## config.mk

```make
export PLATFORM = sky130hd
export DESIGN_NAME = conv3x3_stream
export DESIGN_NICKNAME = d
export VERILOG_FILES = /design/src/rtl/conv3x3_stream_pkg.sv /design/src/rtl/line_buffer.sv /design/src/rtl/conv3x3_stream.sv
export SDC_FILE = /design/constraint.sdc
export NUM_CORES = 2
export LEC_CHECK = 0
export ABC_AREA = 1
export CAP_MARGIN = 20
export CORE_UTILIZATION = 40
export DETAILED_ROUTE_END_ITERATION = 6
export PLACE_DENSITY = 0.54
export SYNTH_ARGS = -nofsm -noshare
export SYNTH_HDL_FRONTEND = slang
export SYNTH_HIERARCHICAL = 1
export SYNTH_SLANG_ARGS = --single-unit
export TNS_END_PERCENT = 5
```

## constraint.sdc

```tcl
create_clock -name clk -period 6.21 [get_ports clk]
set_input_delay 0.9315 -clock clk [delete_from_list [all_inputs] [get_ports clk]]
set_output_delay 0.9315 -clock clk [all_outputs]
set_load 0.02 [all_outputs]
```

## src/rtl/conv3x3_stream_pkg.sv

```systemverilog
// conv3x3_stream_pkg
//   Shared CNN1 datapath constants and small helpers. Both this block and the
//   downstream max_pool take their image dimensions and sample widths from
//   here, so the two stages always agree on the stream format.
//   Contents:
//     CNN_IMG_WIDTH / CNN_IMG_HEIGHT  input image size (28 x 28)
//     CNN_CONV_OUT                    valid-mode conv output size (26)
//     CNN_POOL_OUT                    2x2 pooled output size (13)
//     CNN_*_WIDTH                     default pixel/weight/bias/data widths
//     tag_t                           per-beat pipeline tag (valid + last)
//     cnt_width()                     counter width for a 0..n-1 range
package conv3x3_stream_pkg;

  localparam int CNN_IMG_WIDTH    = 28;
  localparam int CNN_IMG_HEIGHT   = 28;
  localparam int CNN_CONV_OUT     = 26;
  localparam int CNN_POOL_OUT     = 13;

  localparam int CNN_PIXEL_WIDTH  = 8;
  localparam int CNN_WEIGHT_WIDTH = 8;
  localparam int CNN_BIAS_WIDTH   = 16;
  localparam int CNN_DATA_WIDTH   = 20;

  localparam int NUM_TAPS         = 9;

  // Tag carried alongside each beat through the arithmetic pipeline.
  typedef struct packed {
    logic valid;  // beat completed a full 3x3 window
    logic last;   // beat was the final pixel of the frame
  } tag_t;

  // Bits needed to count 0..n-1 (at least 1).
  function automatic int cnt_width(input int n);
    return (n <= 2) ? 1 : $clog2(n);
  endfunction

endpackage

```

## src/rtl/line_buffer.sv

```systemverilog
// line_buffer
//   One image row of delay implemented as a circular RAM. On every enabled
//   cycle the word written DEPTH enabled cycles ago is presented on dout
//   (read-before-write at the same address) and din replaces it. When en is
//   low nothing moves, so the delay is counted in accepted beats, not cycles.
//   Ports:
//     clk   clock, rising edge
//     rst   synchronous active-high; resets only the pointer, not the RAM
//     en    advance the buffer by one word
//     din   word entering the buffer
//     dout  word that entered DEPTH enabled cycles ago
module line_buffer
  import conv3x3_stream_pkg::*;
#(
  parameter int DEPTH = CNN_IMG_WIDTH,
  parameter int WIDTH = CNN_PIXEL_WIDTH
) (
  input  logic             clk,
  input  logic             rst,
  input  logic             en,
  input  logic [WIDTH-1:0] din,
  output logic [WIDTH-1:0] dout
);

  localparam int PTR_W = cnt_width(DEPTH);

  logic [WIDTH-1:0] mem [DEPTH];
  logic [PTR_W-1:0] ptr;

  assign dout = mem[ptr];

  // RAM contents are don't-care after reset: the first two rows of every
  // frame never reach the output, so stale words are never observed.
  always_ff @(posedge clk) begin
    if (en) begin
      mem[ptr] <= din;
    end
  end

  always_ff @(posedge clk) begin
    if (rst) begin
      ptr <= '0;
    end else if (en) begin
      if (ptr == PTR_W'(DEPTH - 1)) begin
        ptr <= '0;
      end else begin
        ptr <= ptr + 1'b1;
      end
    end
  end

endmodule

```

## src/rtl/conv3x3_stream.sv

```systemverilog
// conv3x3_stream
//   Streaming 3x3 valid-mode convolution over one raster-order image. Feeds
//   max_pool directly with signed DATA_WIDTH samples in raster order.
//   Stream semantics (both sides): a beat exists on an edge where its
//   qualifier is high; there is no ready/backpressure. Input beats count only
//   when valid_in && enable. valid_out is a one-cycle strobe per result and
//   data_out holds its last value while valid_out is low.
//   Ports:
//     clk, rst     clock (rising edge), synchronous active-high reset
//     enable       gates input acceptance; pipeline keeps draining when low
//     weights      9 signed taps, raster order, tap 0 (top-left) in LSBs
//     bias         signed bias added after the nine products
//     data_in      unsigned pixel
//     valid_in     input beat qualifier
//     data_out     signed convolution result (ReLU'd when RELU_EN != 0)
//     valid_out    result strobe, 2 cycles after the accepting edge
//     frame_done   pulses with the last valid_out of each frame
module conv3x3_stream
  import conv3x3_stream_pkg::*;
#(
  parameter int PIXEL_WIDTH  = CNN_PIXEL_WIDTH,
  parameter int WEIGHT_WIDTH = CNN_WEIGHT_WIDTH,
  parameter int BIAS_WIDTH   = CNN_BIAS_WIDTH,
  parameter int DATA_WIDTH   = CNN_DATA_WIDTH,
  parameter int IMG_WIDTH    = CNN_IMG_WIDTH,
  parameter int IMG_HEIGHT   = CNN_IMG_HEIGHT,
  parameter int RELU_EN      = 1
) (
  input  logic                             clk,
  input  logic                             rst,
  input  logic                             enable,
  input  logic [NUM_TAPS*WEIGHT_WIDTH-1:0] weights,
  input  logic [BIAS_WIDTH-1:0]            bias,
  input  logic [PIXEL_WIDTH-1:0]           data_in,
  input  logic                             valid_in,
  output logic [DATA_WIDTH-1:0]            data_out,
  output logic                             valid_out,
  output logic                             frame_done
);

  localparam int COL_W  = cnt_width(IMG_WIDTH);
  localparam int ROW_W  = cnt_width(IMG_HEIGHT);
  // Pixel is zero-extended by one bit so it multiplies as a signed value.
  localparam int PROD_W = PIXEL_WIDTH + 1 + WEIGHT_WIDTH;

  // ---------------------------------------------------------------------
  // Input acceptance and raster position
  // ---------------------------------------------------------------------
  logic             accept;
  logic [COL_W-1:0] col;
  logic [ROW_W-1:0] row;
  logic             col_last;
  logic             row_last;

  assign accept   = valid_in && enable;
  assign col_last = (col == COL_W'(IMG_WIDTH - 1));
  assign row_last = (row == ROW_W'(IMG_HEIGHT - 1));

  always_ff @(posedge clk) begin
    if (rst) begin
      col <= '0;
      row <= '0;
    end else if (accept) begin
      if (col_last) begin
        col <= '0;
        row <= row_last ? '0 : row + 1'b1;
      end else begin
        col <= col + 1'b1;
      end
    end
  end

  // ---------------------------------------------------------------------
  // Row history: lb1 yields the pixel one row above data_in, lb2 two rows.
  // ---------------------------------------------------------------------
  logic [PIXEL_WIDTH-1:0] line1_out;
  logic [PIXEL_WIDTH-1:0] line2_out;

  line_buffer #(
    .DEPTH (IMG_WIDTH),
    .WIDTH (PIXEL_WIDTH)
  ) u_line1 (
    .clk  (clk),
    .rst  (rst),
    .en   (accept),
    .din  (data_in),
    .dout (line1_out)
  );

  line_buffer #(
    .DEPTH (IMG_WIDTH),
    .WIDTH (PIXEL_WIDTH)
  ) u_line2 (
    .clk  (clk),
    .rst  (rst),
    .en   (accept),
    .din  (line1_out),
    .dout (line2_out)
  );

  // ---------------------------------------------------------------------
  // Stage 0: 3x3 window. win[r][c] with r=0 the oldest row and c=0 the
  // oldest column, so win[0][0] lines up with tap 0 (top-left).
  // ---------------------------------------------------------------------
  logic [PIXEL_WIDTH-1:0] win [3][3];
  tag_t                   tag0;

  always_ff @(posedge clk) begin
    if (rst) begin
      for (int r = 0; r < 3; r++) begin
        for (int c = 0; c < 3; c++) begin
          win[r][c] <= '0;
        end
      end
    end else if (accept) begin
      for (int r = 0; r < 3; r++) begin
        win[r][0] <= win[r][1];
        win[r][1] <= win[r][2];
      end
      win[0][2] <= line2_out;
      win[1][2] <= line1_out;
      win[2][2] <= data_in;
    end
  end

  // A window is complete only once two full rows and two columns of the
  // current frame are in; this also hides previous-frame line contents.
  always_ff @(posedge clk) begin
    if (rst) begin
      tag0 <= '0;
    end else begin
      tag0.valid <= accept && (row >= ROW_W'(2)) && (col >= COL_W'(2));
      tag0.last  <= accept && row_last && col_last;
    end
  end

  // ---------------------------------------------------------------------
  // Stage 1: nine registered products
  // ---------------------------------------------------------------------
  logic signed [PROD_W-1:0] prod_c [NUM_TAPS];
  logic signed [PROD_W-1:0] prod_q [NUM_TAPS];
  tag_t                     tag1;

  always_comb begin
    for (int i = 0; i < NUM_TAPS; i++) begin
      prod_c[i] = $signed({1'b0, win[i / 3][i % 3]})
                * $signed(weights[i*WEIGHT_WIDTH +: WEIGHT_WIDTH]);
    end
  end

  always_ff @(posedge clk) begin
    if (rst) begin
      for (int i = 0; i < NUM_TAPS; i++) begin
        prod_q[i] <= '0;
      end
      tag1 <= '0;
    end else begin
      for (int i = 0; i < NUM_TAPS; i++) begin
        prod_q[i] <= prod_c[i];
      end
      tag1 <= tag0;
    end
  end

  // ---------------------------------------------------------------------
  // Stage 2: adder tree + bias + optional ReLU. DATA_WIDTH holds the
  // worst-case sum exactly, so no saturation is needed.
  // ---------------------------------------------------------------------
  logic signed [DATA_WIDTH-1:0] sum_c;
  logic signed [DATA_WIDTH-1:0] result_c;

  always_comb begin
    sum_c = DATA_WIDTH'($signed(bias));
    for (int i = 0; i < NUM_TAPS; i++) begin
      sum_c = sum_c + DATA_WIDTH'(prod_q[i]);
    end
    result_c = sum_c;
    if ((RELU_EN != 0) && sum_c[DATA_WIDTH-1]) begin
      result_c = '0;
    end
  end

  always_ff @(posedge clk) begin
    if (rst) begin
      data_out   <= '0;
      valid_out  <= 1'b0;
      frame_done <= 1'b0;
    end else begin
      valid_out  <= tag1.valid;
      frame_done <= tag1.valid && tag1.last;
      if (tag1.valid) begin
        data_out <= result_c;
      end
    end
  end

endmodule

```

# Word-level counts from Yosys, hierarchy flattened

Memory sizes are Yosys's and may differ from the RTL's. A register that Yosys moved wholly into a read port is not among the register bits.
Cells that the tools add are included.

Memories kept: 4
Logic and storage cells: 102
Register bits after elaboration: 46
Bits in writable memories: 673
Input bits: 100

$lt $le $gt $ge: 2
Muxes and demuxes: 34
Bitwise operators: 18
Add/sub/neg operators: 13
Reductions and logical operators: 7
Equal/unequal tests: 4
Multiply operators: 9

Memories:

| memory      | words | width | read ports | clocked after Yosys merged registers in | wr ports | RTL line              | text |
|---|---|---|---|---|---|---|---|
| u_line1.mem | 28    | 8     | 1          | 1                                       | 1        | line_buffer.sv:27     | `logic [WIDTH-1:0] mem [DEPTH];` |
| u_line2.mem | 28    | 8     | 1          | 1                                       | 1        | line_buffer.sv:27     |  |
| prod_q      | 9     | 17    | 9          | 0                                       | 9        | conv3x3_stream.sv:141 | `logic signed [PROD_W-1:0] prod_q [NUM_TAPS];` |
| win         | 3     | 24    | 3          | 0                                       | 3        | conv3x3_stream.sv:105 | `logic [PIXEL_WIDTH-1:0] win [3][3];` |

Operators with widths:

| operator              | count |
|---|---|
| $mul A9 B8 Y17        | 9 |
| $mux W17              | 9 |
| $add A20 B17 Y20      | 6 |
| $mux W8               | 9 |
| $mux W5               | 8 |
| $add A19 B17 Y20      | 1 |
| $add A5 B1 Y5 const B | 4 |
| $eq A5 B5 Y1 const B  | 4 |
| $add A18 B17 Y19      | 1 |
| $mux W19              | 1 |
| $add A16 B17 Y18      | 1 |
| $or A1 B1 Y1          | 18 |
| $ge A5 B2 Y1 const B  | 2 |
| $mux W1               | 7 |
| $logic_and A1 B1 Y1   | 6 |
| $reduce_and A2 Y1     | 1 |

# Depth between registers and ports, before layout

An unclocked memory read counts as a cell.

Depth after elaboration: 11
Gate-level depth with buffers: 23

# Cells and area by module

The synthesis kept the hierarchy.

By module, submodules not included:

| module                 | seq. area each (um2) | area an instance (um2) | instances | cells each |
|---|---|---|---|---|
| conv3x3_stream         | 5925.7               | 32507.4                | 1         | 4043 |
| line_buffer at u_line1 | 6926.6               | 9835.7                 | 1         | 907 |
| line_buffer at u_line2 | 6926.6               | 9778.1                 | 1         | 892 |

# Worst setup path after synthesis

No wires, ideal clock.

Kind: input-to-reg
Start: input port bias[15]
End: register data_out[9]
Cell stages on the path: 19
Path slack: 1.308 ns
Required time: 6.070 ns
Library setup time: 0.140 ns
Path buffers: 1
Arrival: 4.762 ns
Path through: fa_1 > fa_1 > inv_1 > fa_1 > inv_1 > fa_1 > inv_1 > fa_1 > inv_1 > ha_1 > nand2_1 > nor2_2 > and2_4 > nand4_4 > nand4_1 > nand2_4 > buf_12 > nand2_2 > a21oi_2

Longest elaborated chain between the ends: 10

RTL lines:

| item                          | RTL line              | text |
|---|---|---|
| from (decl)                   | conv3x3_stream.sv:33  | `input logic [BIAS_WIDTH-1:0] bias,` |
| $add A16 B17 Y18              | conv3x3_stream.sv:175 | `sum_c = sum_c + DATA_WIDTH'(prod_q[i]);` |
| $add A18 B17 Y19              | conv3x3_stream.sv:175 |  |
| $add A19 B17 Y20              | conv3x3_stream.sv:175 |  |
| $add A20 B17 Y20 (6 in a row) | conv3x3_stream.sv:175 |  |
| $mux W19                      | conv3x3_stream.sv:178 | `if ((RELU_EN != 0) && sum_c[DATA_WIDTH-1]) begin` |
| to (signal assigned)          | conv3x3_stream.sv:192 | `data_out <= result_c;` |
| to (decl)                     | conv3x3_stream.sv:36  | `output logic [DATA_WIDTH-1:0] data_out,` |

No other way between the ends.
A chain may end at the register's enable or synchronous reset.

# Final worst setup path

Start: input port bias[15]
End: register data_out[4]

The elaborated chain is that of the path after synthesis.

==> impl_table.tex <==
\begin{tabular}{lr}
\hline
Metric & Value \\
\hline
\multicolumn{2}{l}{\textbf{Worst setup path}} \\
Worst path most repeated cell & sky130\_fd\_sc\_hd\_\_fa\_1 \\
Worst Setup End Kind & flop \\
R2R cell count & 17 \\
Master of the slowest instance on the critical path & sky130\_fd\_sc\_hd\_\_fa\_1 \\
CP Max Fanout & 19 \\
Kind of start point of the critical path & input port \\
Worst endpoint data arrival time & 5730 ps \\
Origin of the worst setup path & bias[15] \\
Category of cells accounting for the largest share of critical-path delay & adder cells \\
Reg-to-reg critical path endpoint & data\_out[4] \\
Buffers plus inverters on the worst setup path & 5 \\
Reg2Reg Launch Point & prod\_q[0][112] \\
Largest stage delay on the critical path & 590 ps \\
R2R Setup Slk & 1280 ps \\
Type of the setup path with the least slack & in2reg \\
Required arrival time at the worst endpoint & 6790 ps \\
Series of cell instances along the critical path & clkdlybuf4s50\_1 > fa\_1 > fa\_1 > inv\_1 > fa\_1 > inv\_1 > fa\_1 > inv\_1 > fa\_1 > inv\_1 > ha\_1 > a21oi\_1 > o21ai\_0 > a21oi\_2 > nand4\_1 > nand2\_4 > nand2\_1 > a21oi\_1 \\
\multicolumn{2}{l}{\textbf{Placed design}} \\
Count of input and output buffers & 120 \\
HPWL reported at the end of detailed placement & 98900 um \\
Last weighted congestion value of the routability-driven placer & 0.848 \\
Worst setup slack before clock tree synthesis & 400 ps \\
Placed instance area & 54600 sq um \\
Number of placed instances, taps included & 7475 \\
\multicolumn{2}{l}{\textbf{Timing}} \\
Slew HR & 0.337 \\
Pin slew with the least headroom to its limit & 991 ps \\
Total setup violations reported at the end of the flow & 0 \\
Number of hold violations in the final report & 0 \\
Setup repair after global routing missed its margin & no \\
Final clock skew & 49.3 ps \\
Final critical-path required period & 5140 ps \\
Max Slew Vio Count & 0 \\
Period utilisation layout & 0.828 \\
Worst-case hold slack & 399 ps \\
Final setup slack of the worst path & 1070 ps \\
TNS Setup & 0 ps \\
Fmax & 194 MHz \\
\multicolumn{2}{l}{\textbf{CTS}} \\
Number of buffers added for setup after CTS & 0 \\
Number of levels the H-tree was split into & 3 \\
Number of clock buffers inserted by TritonCTS & 82 \\
Clock-pin slew on the worst setup and hold paths & 60 ps \\
TritonCTS Sinks & 728 \\
Root Buffer & sky130\_fd\_sc\_hd\_\_clkbuf\_16 \\
Post-CTS Hold Fix Bufs & 0 \\
Clock network latency to the later pin of the worst-skew pair & 690 ps \\
CTS-repair resized insts & 0 \\
CTS Buffer Depth & 3 \\
Clock tree from TritonCTS & yes \\
\multicolumn{2}{l}{\textbf{Route}} \\
DRC violation count after routing & 0 \\
Drt wl/cell & 17.2 um \\
First-pass DRT Iterations & 5 \\
Iteration-0 DRC count of the detailed router & 2217 \\
Routed Antenna Nets & 0 \\
Routed via count & 36300 \\
Avg Vias per Cell & 4.76 \\
Total wirelength of the detailed-routed design & 131000 um \\
\multicolumn{2}{l}{\textbf{Pwr}} \\
Proportion of power drawn by combinational gates & 0.645 \\
Internal power component & 15.3 mW \\
Pwr Total & 30.5 mW \\
Max rail drop VDD & 1510 uV \\
Clk network pwr share & 0.162 \\
Ratio of total power to cell area & 531 nW/um\^{}2 \\
Share of power burned in registers & 0.192 \\
Switch share & 0.499 \\
Switching pwr & 15.2 mW \\
Total leakage power & 28.2 nW \\
\multicolumn{2}{l}{\textbf{Final layout}} \\
Layout fillers & 12700 \\
Sequential Area & 19800 sq um \\
Post-layout instance area & 57400 sq um \\
Synth-to-Final Area Change & 10.1\% \\
Combined area of the multi-input logic cells & 26300 sq um \\
Proportion of layout cells with a drive suffix above 1 & 0.0381 \\
Final Core Density & 0.444 \\
Final Instance Count excl. Fillers & 7628 \\
Final net count & 6814 \\
\multicolumn{2}{l}{\textbf{Hold path}} \\
Hold Path Cell Cnt & 2 \\
Hold worst-path end & tag1[0] \\
Worst Hold Class & reg2reg \\
Beginning of the worst hold path & tag0[0] \\
\multicolumn{2}{l}{\textbf{Synthesis}} \\
Count of mapped cells out of synthesis & 5842 \\
Number of synthesized register bits & 728 \\
Xor/xnor share of the synthesized area & 0.00269 \\
Fraction of registers with async set/reset & 0 \\
Sequential cell area fraction in the yosys report & 0.379 \\
Number of enable-type register cells in the synthesized netlist & 520 \\
Post-synth cell types & 47 \\
Net Count, Synth & 6837 \\
Mean post-synth cell area & 8.92 sq um \\
Main combinational cell family by area after synthesis & adder cells \\
Synthesized area & 52100 sq um \\
Post-synthesis adder-cell area fraction & 0.283 \\
Area share of and/or/nand/nor cells after synthesis & 0.167 \\
Synthesized-area fraction occupied by ao, oa, aoi and oai cells & 0.0528 \\
Warning count from the yosys run & 6 \\
Synth Flop Type & sky130\_fd\_sc\_hd\_\_edfxtp\_1 \\
Proportion of synthesized area in mux cells & 0 \\
\multicolumn{2}{l}{\textbf{Global route}} \\
Met3 track utilization from global routing & 0.0365 \\
GRT Overall Usage & 0.203 \\
Residual overflow from global routing & 0 \\
Global routing met2 resource utilization & 0.341 \\
Met1 GRT Util & 0.266 \\
Largest net degree at the start of global routing & 79 \\
Busiest grt layer & met2 \\
Wire length of the first global-routing pass & 207000 um \\
Vias in the first global route & 36900 \\
Initial antenna violation count & 14 \\
\multicolumn{2}{l}{\textbf{Die}} \\
Width of the die & 363 um \\
Floorplan die height & 363 um \\
Core region area & 129000 sq um \\
Number of top-level pins & 122 \\
Std cell rows & 132 \\
Area of the die & 132000 sq um \\
Effective utilization at floorplan & 0.403 \\
\multicolumn{2}{l}{\textbf{Run status}} \\
Outcome & finished, final reports clean \\
\multicolumn{2}{l}{\textbf{Flow run}} \\
Count of maximum capacitance violations & 0 \\
\hline
\end{tabular}
[how the worst max path moves through the flow]
| stage | endpoint | cells after the start |
|---|---|---|
| detailed placement | data_out[5] | 20 |
| finish | data_out[4] | 18 |
| global placement | data_out[13] | 19 |
| floorplan | data_out[9] | 19 |
| global route | data_out[4] | 20 |
| CTS | data_out[5] | 20 |
[area by class of cell]
class,instances,share of cell area
multi-input cells,3564,0.459
flip-flops and latches,728,0.345
inverters,1291,0.0844
clock buffers,106,0.0398
well taps,1742,0.0380
repair buffers,152,0.0254
clock inverters,39,0.00828
diodes,6,0.000262
[cells by family (layout without fill, tap and decap cells)]
kind of cell               after synthesis  after routing
adders and majority gates              895            895
buffers and inverters                 1550           1588
other                                    1              7
DFF                                    728            728
xor gates and xnor gates                16             16
AOI/OAI and AO/OA                      497            497
and+or+nand+nor                       2155           2155
[synthesized netlist by cell type, types with 3 or more instances]
cell / count / area [sq um]
sky130_fd_sc_hd__a21o_1: 19 / 143
sky130_fd_sc_hd__a21oi_1: 203 / 1020
sky130_fd_sc_hd__a21oi_2: 12 / 105
sky130_fd_sc_hd__a221oi_1: 16 / 140
sky130_fd_sc_hd__buf_1: 9 / 33.8
sky130_fd_sc_hd__buf_2: 44 / 220
sky130_fd_sc_hd__buf_4: 25 / 188
sky130_fd_sc_hd__buf_6: 3 / 33.8
sky130_fd_sc_hd__clkbuf_1: 177 / 664
sky130_fd_sc_hd__dfxtp_1: 208 / 4160
sky130_fd_sc_hd__edfxtp_1: 520 / 15600
sky130_fd_sc_hd__fa_1: 471 / 9430
sky130_fd_sc_hd__ha_1: 424 / 5310
sky130_fd_sc_hd__inv_1: 1283 / 4820
sky130_fd_sc_hd__inv_2: 6 / 22.5
sky130_fd_sc_hd__nand2_1: 1337 / 5020
sky130_fd_sc_hd__nand2_2: 14 / 87.6
sky130_fd_sc_hd__nand3_1: 293 / 1470
sky130_fd_sc_hd__nand3_2: 3 / 30.0
sky130_fd_sc_hd__nand3b_1: 3 / 22.5
sky130_fd_sc_hd__nand4_1: 6 / 37.5
sky130_fd_sc_hd__nor2_1: 433 / 1630
sky130_fd_sc_hd__nor3_1: 26 / 130
sky130_fd_sc_hd__nor3b_1: 4 / 30.0
sky130_fd_sc_hd__o211ai_1: 9 / 67.6
sky130_fd_sc_hd__o21ai_0: 182 / 911
sky130_fd_sc_hd__o21ai_1: 20 / 100
sky130_fd_sc_hd__o21bai_1: 17 / 128
sky130_fd_sc_hd__o31ai_1: 15 / 113
sky130_fd_sc_hd__or2_1: 3 / 18.8
sky130_fd_sc_hd__or2_2: 22 / 138
sky130_fd_sc_hd__xnor2_1: 4 / 35.0
sky130_fd_sc_hd__xor2_1: 12 / 105
[registers in the layout, summed over array words and instances (netlist names), 19 cells and up, named ones only]
register     cells
data_out        19
prod_q         153
u_line1/mem    224
u_line2/mem    224
win             72
[worst reg2reg max path, delay by kind of cell (launching register included)]
kind                     cells  cell delay (ps)
flip-flops                   1              440
AO/OA/AOI/OAI                2              330
buffers and inverters        3              190
adder cells (fa/ha/maj)      6             3040
AND/OR/NAND/NOR              6              820
[metal layers]
layer | up-vias | wire (um) | part of all wire
met3 | 184 | 6520 | 0.050
li1 | 17900 | - | -
met2 | 679 | 62500 | 0.48
met1 | 17500 | 58000 | 0.44
met4 | 18 | 3810 | 0.029
met5 | - | 103 | 0.00079
[placed cells by master (no fill, tap or decap), drive strengths merged, types with 3 or more instances in the layout]
cell / netlist / layout
edfxtp: 520 / 520
clkdlybuf4s50: 0 / 119
nand4: 7 / 7
clkinv: 2 / 30
o21ai: 202 / 202
fa: 471 / 471
xor2: 12 / 12
nor3: 26 / 26
o31ai: 15 / 15
nor2: 437 / 437
xnor2: 4 / 4
o211ai: 9 / 9
or2: 25 / 25
clkbuf: 177 / 106
nand3b: 3 / 3
ha: 424 / 424
a21oi: 215 / 215
nand2: 1352 / 1352
inv: 1289 / 1292
nor3b: 4 / 4
a21o: 19 / 19
diode: 0 / 6
buf: 82 / 33
dfxtp: 208 / 208
o21bai: 17 / 17
bufinv: 0 / 6
nand3: 296 / 296
a221oi: 16 / 16
[power by group through the flow]
stage	logic (mW)	clock network, mW	registers [mW]
2_1_floorplan	14.9	0	5.75
3_3_place_gp	19.8	0	5.97
3_5_place_dp	19.7	0	5.97
4_1_cts	19.8	5.09	5.87
5_1_grt	22.2	5.28	5.89
6_report	19.7	4.95	5.86
Note: power is estimated with default switching activity, not from simulation.
